## src/rtl/clk_div_meas.sv

```systemverilog
// ============================================================================
// Module      : clk_div_meas
// Description : Measures period and high time of a slow or asynchronous clock
//               in master-clock cycles and recovers its divide ratio.
// Revision    : 1.0 - initial release
// ============================================================================
`default_nettype none

module clk_div_meas #(
    parameter int SYNC_STAGES = 2,
    parameter int CNT_W       = 16,
    parameter int LOCK_CNT    = 4
) (
    input  logic             i_clk,
    input  logic             i_resetn,
    input  logic             i_meas_clk,
    input  logic             i_en,
    output logic [CNT_W-1:0] o_period,
    output logic [CNT_W-1:0] o_high,
    output logic [7:0]       o_divn,
    output logic             o_valid,
    output logic             o_locked,
    output logic             o_timeout
);

    localparam int               c_match_w  = $clog2(LOCK_CNT + 1);
    localparam int               c_ext_w    = (CNT_W > 8) ? CNT_W : 9;
    localparam logic [CNT_W-1:0] c_cnt_max  = '1;
    localparam logic [CNT_W-1:0] c_cnt_one  = CNT_W'(1);
    localparam logic [c_match_w-1:0] c_lock_cnt = c_match_w'(LOCK_CNT);
    localparam logic [c_ext_w-1:0]   c_divn_max = c_ext_w'(255);

    typedef enum logic [1:0] {
        ST_IDLE      = 2'd0,
        ST_WAIT_EDGE = 2'd1,
        ST_MEASURE   = 2'd2
    } state_t;

    logic [SYNC_STAGES-1:0] r_sync_q;
    logic [SYNC_STAGES-1:0] w_sync_d;
    logic                   r_s_dly_q;
    state_t                 r_state_q;
    state_t                 w_state_d;
    logic [CNT_W-1:0]       r_cnt_q;
    logic [CNT_W-1:0]       w_cnt_d;
    logic [CNT_W-1:0]       r_hcnt_q;
    logic [CNT_W-1:0]       w_hcnt_d;
    logic [CNT_W-1:0]       r_period_q;
    logic [CNT_W-1:0]       w_period_d;
    logic [CNT_W-1:0]       r_high_q;
    logic [CNT_W-1:0]       w_high_d;
    logic [7:0]             r_divn_q;
    logic [7:0]             w_divn_d;
    logic                   r_valid_q;
    logic                   w_valid_d;
    logic                   r_locked_q;
    logic                   w_locked_d;
    logic                   r_timeout_q;
    logic                   w_timeout_d;
    logic [c_match_w-1:0]   r_match_q;
    logic [c_match_w-1:0]   w_match_d;
    logic                   r_have_cap_q;
    logic                   w_have_cap_d;

    logic                   w_s;
    logic                   w_rise;
    logic [CNT_W-1:0]       w_cnt_inc;
    logic [CNT_W-1:0]       w_hcnt_inc;
    logic [c_ext_w-1:0]     w_cnt_ext;
    logic [7:0]             w_divn_cap;
    logic                   w_period_same;
    logic [c_match_w-1:0]   w_match_cap;

    assign w_sync_d      = {r_sync_q[SYNC_STAGES-2:0], i_meas_clk};
    assign w_s           = r_sync_q[SYNC_STAGES-1];
    assign w_rise        = w_s & ~r_s_dly_q;
    assign w_cnt_inc     = (r_cnt_q == c_cnt_max) ? r_cnt_q : r_cnt_q + c_cnt_one;
    assign w_hcnt_inc    = (r_hcnt_q == c_cnt_max) ? r_hcnt_q : r_hcnt_q + c_cnt_one;
    assign w_cnt_ext     = c_ext_w'(r_cnt_q);
    assign w_divn_cap    = (w_cnt_ext > c_divn_max) ? 8'hFF : w_cnt_ext[7:0];

    // The last captured period doubles as the comparison reference; the
    // have_cap flag says whether it belongs to the current measurement run.
    assign w_period_same = r_have_cap_q && (r_cnt_q == r_period_q);
    assign w_match_cap   = !w_period_same            ? '0 :
                           (r_match_q == c_lock_cnt) ? r_match_q :
                                                       r_match_q + c_match_w'(1);

    always_comb begin
        w_state_d    = r_state_q;
        w_cnt_d      = r_cnt_q;
        w_hcnt_d     = r_hcnt_q;
        w_period_d   = r_period_q;
        w_high_d     = r_high_q;
        w_divn_d     = r_divn_q;
        w_valid_d    = 1'b0;
        w_locked_d   = r_locked_q;
        w_timeout_d  = r_timeout_q;
        w_match_d    = r_match_q;
        w_have_cap_d = r_have_cap_q;

        if (!i_en) begin
            w_state_d    = ST_IDLE;
            w_cnt_d      = '0;
            w_hcnt_d     = '0;
            w_locked_d   = 1'b0;
            w_timeout_d  = 1'b0;
            w_match_d    = '0;
            w_have_cap_d = 1'b0;
        end else begin
            case (r_state_q)
                ST_IDLE: begin
                    w_state_d = ST_WAIT_EDGE;
                    w_cnt_d   = '0;
                    w_hcnt_d  = '0;
                end
                ST_WAIT_EDGE: begin
                    if (w_rise) begin
                        w_state_d = ST_MEASURE;
                        w_cnt_d   = c_cnt_one;
                        w_hcnt_d  = c_cnt_one;
                    end else if (r_cnt_q == c_cnt_max) begin
                        w_timeout_d  = 1'b1;
                        w_locked_d   = 1'b0;
                        w_match_d    = '0;
                        w_have_cap_d = 1'b0;
                        w_cnt_d      = '0;
                    end else begin
                        w_cnt_d = w_cnt_inc;
                    end
                end
                ST_MEASURE: begin
                    // A rise wins over a simultaneous timeout.
                    if (w_rise) begin
                        w_period_d   = r_cnt_q;
                        w_high_d     = r_hcnt_q;
                        w_divn_d     = w_divn_cap;
                        w_valid_d    = 1'b1;
                        w_timeout_d  = 1'b0;
                        w_match_d    = w_match_cap;
                        w_locked_d   = (w_match_cap == c_lock_cnt);
                        w_have_cap_d = 1'b1;
                        w_cnt_d      = c_cnt_one;
                        w_hcnt_d     = c_cnt_one;
                    end else if (r_cnt_q == c_cnt_max) begin
                        w_state_d    = ST_WAIT_EDGE;
                        w_timeout_d  = 1'b1;
                        w_locked_d   = 1'b0;
                        w_match_d    = '0;
                        w_have_cap_d = 1'b0;
                        w_cnt_d      = '0;
                        w_hcnt_d     = '0;
                    end else begin
                        w_cnt_d = w_cnt_inc;
                        if (w_s) begin
                            w_hcnt_d = w_hcnt_inc;
                        end
                    end
                end
                default: begin
                    w_state_d = ST_IDLE;
                    w_cnt_d   = '0;
                    w_hcnt_d  = '0;
                end
            endcase
        end
    end

    always_ff @(posedge i_clk or negedge i_resetn) begin
        if (!i_resetn) begin
            r_sync_q     <= '0;
            r_s_dly_q    <= 1'b0;
            r_state_q    <= ST_IDLE;
            r_cnt_q      <= '0;
            r_hcnt_q     <= '0;
            r_period_q   <= '0;
            r_high_q     <= '0;
            r_divn_q     <= '0;
            r_valid_q    <= 1'b0;
            r_locked_q   <= 1'b0;
            r_timeout_q  <= 1'b0;
            r_match_q    <= '0;
            r_have_cap_q <= 1'b0;
        end else begin
            r_sync_q     <= w_sync_d;
            r_s_dly_q    <= w_s;
            r_state_q    <= w_state_d;
            r_cnt_q      <= w_cnt_d;
            r_hcnt_q     <= w_hcnt_d;
            r_period_q   <= w_period_d;
            r_high_q     <= w_high_d;
            r_divn_q     <= w_divn_d;
            r_valid_q    <= w_valid_d;
            r_locked_q   <= w_locked_d;
            r_timeout_q  <= w_timeout_d;
            r_match_q    <= w_match_d;
            r_have_cap_q <= w_have_cap_d;
        end
    end

    assign o_period  = r_period_q;
    assign o_high    = r_high_q;
    assign o_divn    = r_divn_q;
    assign o_valid   = r_valid_q;
    assign o_locked  = r_locked_q;
    assign o_timeout = r_timeout_q;

endmodule

`default_nettype wire

```

## config.mk

```make
export PLATFORM = sky130hd
export DESIGN_NAME = clk_div_meas
export DESIGN_NICKNAME = d
export VERILOG_FILES = /design/src/rtl/clk_div_meas.sv
export SDC_FILE = /design/constraint.sdc
export NUM_CORES = 1
export LEC_CHECK = 0
export BUFFER_PORTS_ARGS = -buffer_cell sky130_fd_sc_hd__clkbuf_2
export CORE_AREA = 2 2 110 91
export CTS_CLUSTER_SIZE = 24
export DETAILED_ROUTE_END_ITERATION = 12
export DIE_AREA = 0 0 112 93
export PLACE_DENSITY_LB_ADDON = 0.1
export SYNTH_ARGS = -nofsm -noshare
export SYNTH_HDL_FRONTEND = slang
export SYNTH_SLANG_ARGS = --single-unit
export TNS_END_PERCENT = 100
```

## constraint.sdc

```tcl
create_clock -name i_clk -period 3.6 [get_ports i_clk]
set_input_delay 0.54 -clock i_clk [delete_from_list [all_inputs] [get_ports i_clk]]
set_output_delay 0.54 -clock i_clk [all_outputs]
set_load 0.03 [all_outputs]
```

==> results of run 1 <==
## worst reg2reg max path, stage by stage, from the launching register on
cell	delay, ns
dfrtp_1	0.47
ha_1	0.27
nand4_1	0.17
nor4_4	0.52
nor2_4	0.19
o22ai_4	0.39
nor2b_1	0.09
mux2_4	0.27
## cells in the mapped netlist (8+ instances only)
master | count | share of area
clkbuf_1 | 12 | 0.011
nand2_1 | 117 | 0.11
nor2_1 | 39 | 0.036
xnor2_1 | 32 | 0.068
dfrtp_1 | 84 | 0.51
nand3_1 | 13 | 0.016
nand4_1 | 14 | 0.021
inv_1 | 11 | 0.010
o22a_1 | 8 | 0.017
o21ai_0 | 9 | 0.011
xor2_1 | 11 | 0.024
buf_2 | 8 | 0.0098
a21oi_1 | 12 | 0.015
## cell families (layout without fill, tap and decap cells)
| kind of cell | after synthesis | after routing | share of synthesized area |
|---|---|---|---|
| simple gates | 213 | 213 | 0.2356 |
| flops | 84 | 84 | 0.5133 |
| compound gates | 49 | 49 | 0.08372 |
| xor+xnor | 43 | 43 | 0.09196 |
| buf+inv | 36 | 76 | 0.04064 |
| fa+ha+maj | 7 | 7 | 0.02139 |
| mux | 5 | 5 | 0.01344 |
## worst paths after layout
path,end,slack (ns),cells after the start
worst min register to register,r_sync_q[1],0.35,0
worst max-delay path,r_hcnt_q[15],1.13,7
worst max register to register,r_hcnt_q[15],1.13,7
max in group asynchronous,r_match_q[0],2.53,1
min in group asynchronous,o_divn[5],0.37,1
worst min-delay path,r_sync_q[0],0.30,1
## layout make-up
type / count / area [um2]
fill: 914 / 4726
sequential: 84 / 2102
inverter: 11 / 41.29
tap: 119 / 148.9
timing repair buffer: 49 / 255.2
clock inverter: 7 / 43.79
clock buffer: 9 / 225.2
multi-input combinational: 317 / 1827
## metrics by stage
stage,setup slack (ns),hold WS [ns]
floorplan,1.610,0.2444
global placement,1.253,0.3349
detailed placement,1.125,0.3347
CTS,1.103,0.2956
global route,0.9363,0.2995
finish,1.130,0.3020
## sequential cells by signal, indices dropped and copies added (netlist names)
name          flops
r_hcnt_q         16
o_locked          1
r_cnt_q          16
o_valid           1
r_sync_q          2
o_divn            8
r_have_cap_q      1
r_match_q         3
o_high           16
r_s_dly_q         1
r_state_q         2
o_timeout         1
o_period         16
## metal layers
layer	part of all wire	vias to the layer above
li1	-	1511
met1	0.55	1447
met2	0.39	59
met3	0.044	8
met4	0.0097	0
met5	0	-
## power breakdown
group	leakage [nW]	switching (W)	total, W	internal (W)
clock	0.131	0.000384	0.000847	0.000463
combinational	0.954	0.000297	0.000450	0.000152
sequential	1.15	0.0000589	0.00107	0.00101
total	2.24	0.000741	0.00237	0.00163
==> flow_metrics.tcl, run 1 <==
set metrics [dict create \
    status "finished clean" \
    final_cell_mix "117 x nand2_1, 84 x dfrtp_1, 45 x clkbuf_2" \
    grt_overflow 0 \
    yosys_warnings 0 \
    period_share 0.6861 \
    hold_viol 0 \
    wirelength_um 9141 \
    htree_levels 3 \
    cp.required_ns 3.83 \
    synthToLayoutAreaGrowth_pct 13.38 \
    max_stage_delay_ns 0.52 \
    initial_core_util 0.4371 \
    synth_cell_types 47 \
    timing.rr.start "r_cnt_q[0]" \
    ctsResizeCount 0 \
    gr-max-usage-layer "met1" \
    use_met3 0.05768 \
    cap_violations 0 \
    critPathBufInv 0 \
    worstPathMaxFanout 15 \
    finalSetupViolCount 0 \
    worstSetupEndpointType "register" \
    cts_buffers 9 \
    p_leak_nw 2.238 \
    synth-edff-count 0 \
    post-place-cells 580 \
    row_count 32 \
    core_area_um2 9369 \
    finClkSkew_ns 0.009382 \
    netlist_instances 437 \
    drv_slew 0 \
    finalCriticalPeriod_ns 2.470 \
    dieArea_um2 10420 \
    clk_pin_slew_worst_paths_ns 0.07 \
    powerDensity_nw_per_um2 510.2 \
    drc 0 \
    n_antenna_cell 0 \
    layout_commonest_cell "nand2_1" \
    place_congestion 0.8293 \
    slew_headroom 0.3005 \
    port_buffers 46 \
    cts_tree "built" \
    fin_tns_setup_ns 0 \
    ios 47 \
    grt_pass1_vias 3050 \
    hold_path.class "in -> reg" \
    arrival_ns 2.70 \
    routed_via_density 5.076 \
    ys_dominant_reg_cell "dfrtp_1" \
    root_buffer "clkbuf_16" \
    synth.net_count 448 \
    clock_path_buffers 2 \
    startpoint "r_cnt_q[0]" \
    max_freq_ghz 0.4049 \
    antenna_found_initial 0 \
    hpwl_um 6246 \
    crit_type "reg -> reg" \
    avgSynthCellArea_um2 9.371 \
    grt_util_all_layers 0.1915 \
    async_flop_share 1.000 \
    crit_family "simple AND/OR/NAND/NOR gates" \
    clock_latency_ns 0.35 \
    seq_area_frac_synth 0.5133 \
    dr.pass1.iters 4 \
    vias 3025 \
    worst_ir_drop_vdd_uv 356.2 \
    place_area_um2 4374 \
    final_layout_size_suffix_gt1_frac 0.1551 \
    postCtsSetupBuffers 0 \
    power.total_w 0.002369 \
    rsz0062_at_grt "no" \
    holdCritStartpoint "i_meas_clk" \
    wl_per_cell_um 15.34 \
    worst_pin_slew_ns 1.049 \
    met2_usage 0.2556 \
    grt_use_met1 0.2997 \
    die_w_um 112 \
    first_iter_violations 161 \
    synth-seq-cells 84 \
    grt_first_pass_wirelength_um 15730 \
    worstPathCellList "ha_1 > nand4_1 > nor4_4 > nor2_4 > o22ai_4 > nor2b_1 > mux2_4" \
    cts.sinks 84 \
    final_util 0.4956 \
    final_nets 483 \
    die_h_um 93 \
    hold_buffers 0 \
    final_area_um2 4643 \
    synth_area_um2 4095 \
    finalNonFillerCells 596 \
    grt_max_degree 85 \
    critPathLaunchType "register" \
    ant_nets 0 \
    cp_slowest_cell "nor4_4" \
]
Note: power is estimated with default switching activity, not from simulation.
==> run 2: changes to the inputs <==
==> constraint.sdc (replaced) <==
create_clock -name i_clk -period 2.3 [get_ports i_clk]
set_input_delay 0.345 -clock i_clk [delete_from_list [all_inputs] [get_ports i_clk]]
set_output_delay 0.345 -clock i_clk [all_outputs]
set_load 0.03 [all_outputs]
==> run 2 against run 1 <==
Fmax grew 16%. Utilization rose by 2.1 points. Critical path type unchanged. Critical endpoint unchanged. Sequential power rose by 55%. Highest routed layer unchanged. Total power rose by 68%. Largest power group unchanged. Sequential share of layout area is 1.9 points lower. Clock skew is 0.0024 ns lower. First-iteration DRC count shrank 5.0%. Non-clock buffer count rose by 18. Clock power increased by 83%. Final cell count grew 3.0%.
==> flow_metrics.tcl, run 2 (synthesis gave the netlist of run 1 again) <==
set metrics [dict create \
    ant_nets 0 \
    port_buffers 46 \
    worstSetupEndpointType "register" \
    clock_latency_ns 0.34 \
    final_nets 501 \
    cts_tree "built" \
    crit_type "reg -> reg" \
    core_area_um2 9369 \
    clk_pin_slew_worst_paths_ns 0.06 \
    cts_buffers 9 \
    dr.pass1.iters 4 \
    finalNonFillerCells 614 \
    finClkSkew_ns 0.007008 \
    die_w_um 112 \
    swShare 0.2874 \
    grt_util_all_layers 0.1977 \
    arrival_ns 2.36 \
    cp.required_ns 2.52 \
    htree_levels 3 \
    finalSetupViolCount 0 \
    layout_commonest_cell "nand2_1" \
    ios 47 \
    status "finished clean" \
    max_freq_ghz 0.4680 \
    root_buffer "clkbuf_16" \
    cts.sinks 84 \
    p_leak_nw 2.357 \
    first_iter_violations 153 \
    worst_ir_drop_vdd_uv 640.5 \
    period_share 0.9291 \
    drc 0 \
    critPathLaunchType "register" \
    p_sw_w 0.001146 \
    dieArea_um2 10420 \
    row_count 32 \
    initial_core_util 0.4371 \
    grt_pass1_vias 3121 \
    ctsResizeCount 0 \
    clock_path_buffers 2 \
    hold_viol 0 \
    n_antenna_cell 0 \
    grt_first_pass_wirelength_um 16280 \
    grt_max_degree 37 \
    final_cell_mix "117 x nand2_1, 84 x dfrtp_1, 45 x clkbuf_2" \
    routed_via_density 5.125 \
    cap_violations 0 \
    hpwl_um 6675 \
    intPower_w 0.002842 \
    clkPwrFrac 0.388 \
    wirelength_um 9381 \
    drv_slew 0 \
    post-place-cells 597 \
    wl_per_cell_um 15.28 \
    powerDensity_nw_per_um2 823.4 \
    rsz0062_at_grt "no" \
    seq_power_share 0.417 \
    die_h_um 93 \
    hold_path.class "in -> reg" \
    place_area_um2 4514 \
    synthToLayoutAreaGrowth_pct 18.27 \
    final_area_um2 4843 \
    final_util 0.5170 \
    finalCriticalPeriod_ns 2.137 \
    grt_overflow 0 \
    p_comb_frac 0.195 \
    worstPathMaxFanout 15 \
    power.total_w 0.003988 \
    worst_pin_slew_ns 0.5718 \
    slew_headroom 0.6159 \
    final_layout_size_suffix_gt1_frac 0.1798 \
    fin_tns_setup_ns 0 \
    antenna_found_initial 0 \
    vias 3147 \
    place_congestion 0.8319 \
]
## run 2: changes by cell type in the layout (fill, tap and decap cells not counted)
| cell | previous run | this run |
|---|---|---|
| clkinvlp_4 | 2 | 1 |
| clkinv_4 | 1 | 0 |
| buf_4 | 4 | 20 |
| buf_12 | 0 | 1 |
| bufinv_16 | 0 | 2 |
| clkinv_2 | 4 | 1 |
| clkbuf_8 | 0 | 1 |
| dlygate4sd3_1 | 0 | 1 |
| clkbuf_1 | 0 | 2 |
## run 2: worst paths after layout
check | from | end | slack, ns | cells after the start
worst max-delay path | r_cnt_q[11] | r_hcnt_q[15] | 0.16 | 6
worst min-delay path | i_meas_clk | r_sync_q[0] | 0.11 | 1
worst max register to register | r_cnt_q[11] | r_hcnt_q[15] | 0.16 | 6
worst min register to register | r_sync_q[0] | r_sync_q[1] | 0.35 | 0
max in group asynchronous | i_resetn | o_divn[1] | 1.16 | 3
min in group asynchronous | i_resetn | o_divn[6] | 0.51 | 2
## run 2: power groups by stage
stage	Combinational (W)	Clock, W	Sequential [W]
finish	0.000776	0.00155	0.00166
global route	0.000846	0.00164	0.00168
CTS	0.000781	0.00158	0.00167
detailed placement	0.000775	0	0.00169
global placement	0.000770	0	0.00169
floorplan	0.000375	0	0.00184
## run 2: area by class of cell
cell class	count	area [um2]
Tap cell	119	148.9
Multi-Input combinational cell	317	1827
Fill cell	879	4526
Inverter	11	41.29
Timing Repair Buffer	67	405.4
Sequential cell	84	2102
Clock inverter	4	72.57
Clock buffer	12	246.5
## run 2: repair_timing
| action | CTS | global route |
|---|---|---|
| hold buffers | 1 | 0 |
| endpoints found under the setup margin | 0 | 1 |
| setup buffers | 0 | 0 |
| hold endpoints to repair | 28 | 0 |
## run 2: worst max-delay path, stage by stage (launching register included)
cell	delay [ns]
dfrtp_1	0.48
nand4_4	0.18
nor4_4	0.58
nor2_4	0.19
a21oi_2	0.21
nand2_1	0.09
mux2_4	0.29
## run 2: through the flow
| stage | hold WS, ns | setup WS, ns |
|---|---|---|
| 6_report | 0.1147 | 0.1631 |
| 4_1_cts | 0.1067 | 0.1296 |
| 5_1_grt | 0.1032 | 0.009170 |
| 3_5_place_dp | 0.3410 | 0.1384 |
| 2_1_floorplan | 0.04941 | 0.3099 |
| 3_3_place_gp | 0.3332 | 0.2444 |
## run 2: routing by layer
layer / up-vias / routed length, um / track usage
met5: - / 0 / 0
met1: 1518 / 5058 / 0.3093
li1: 1546 / - / -
met3: 8 / 475 / 0.04925
met4: 0 / 89 / 0.05183
met2: 75 / 3758 / 0.2712
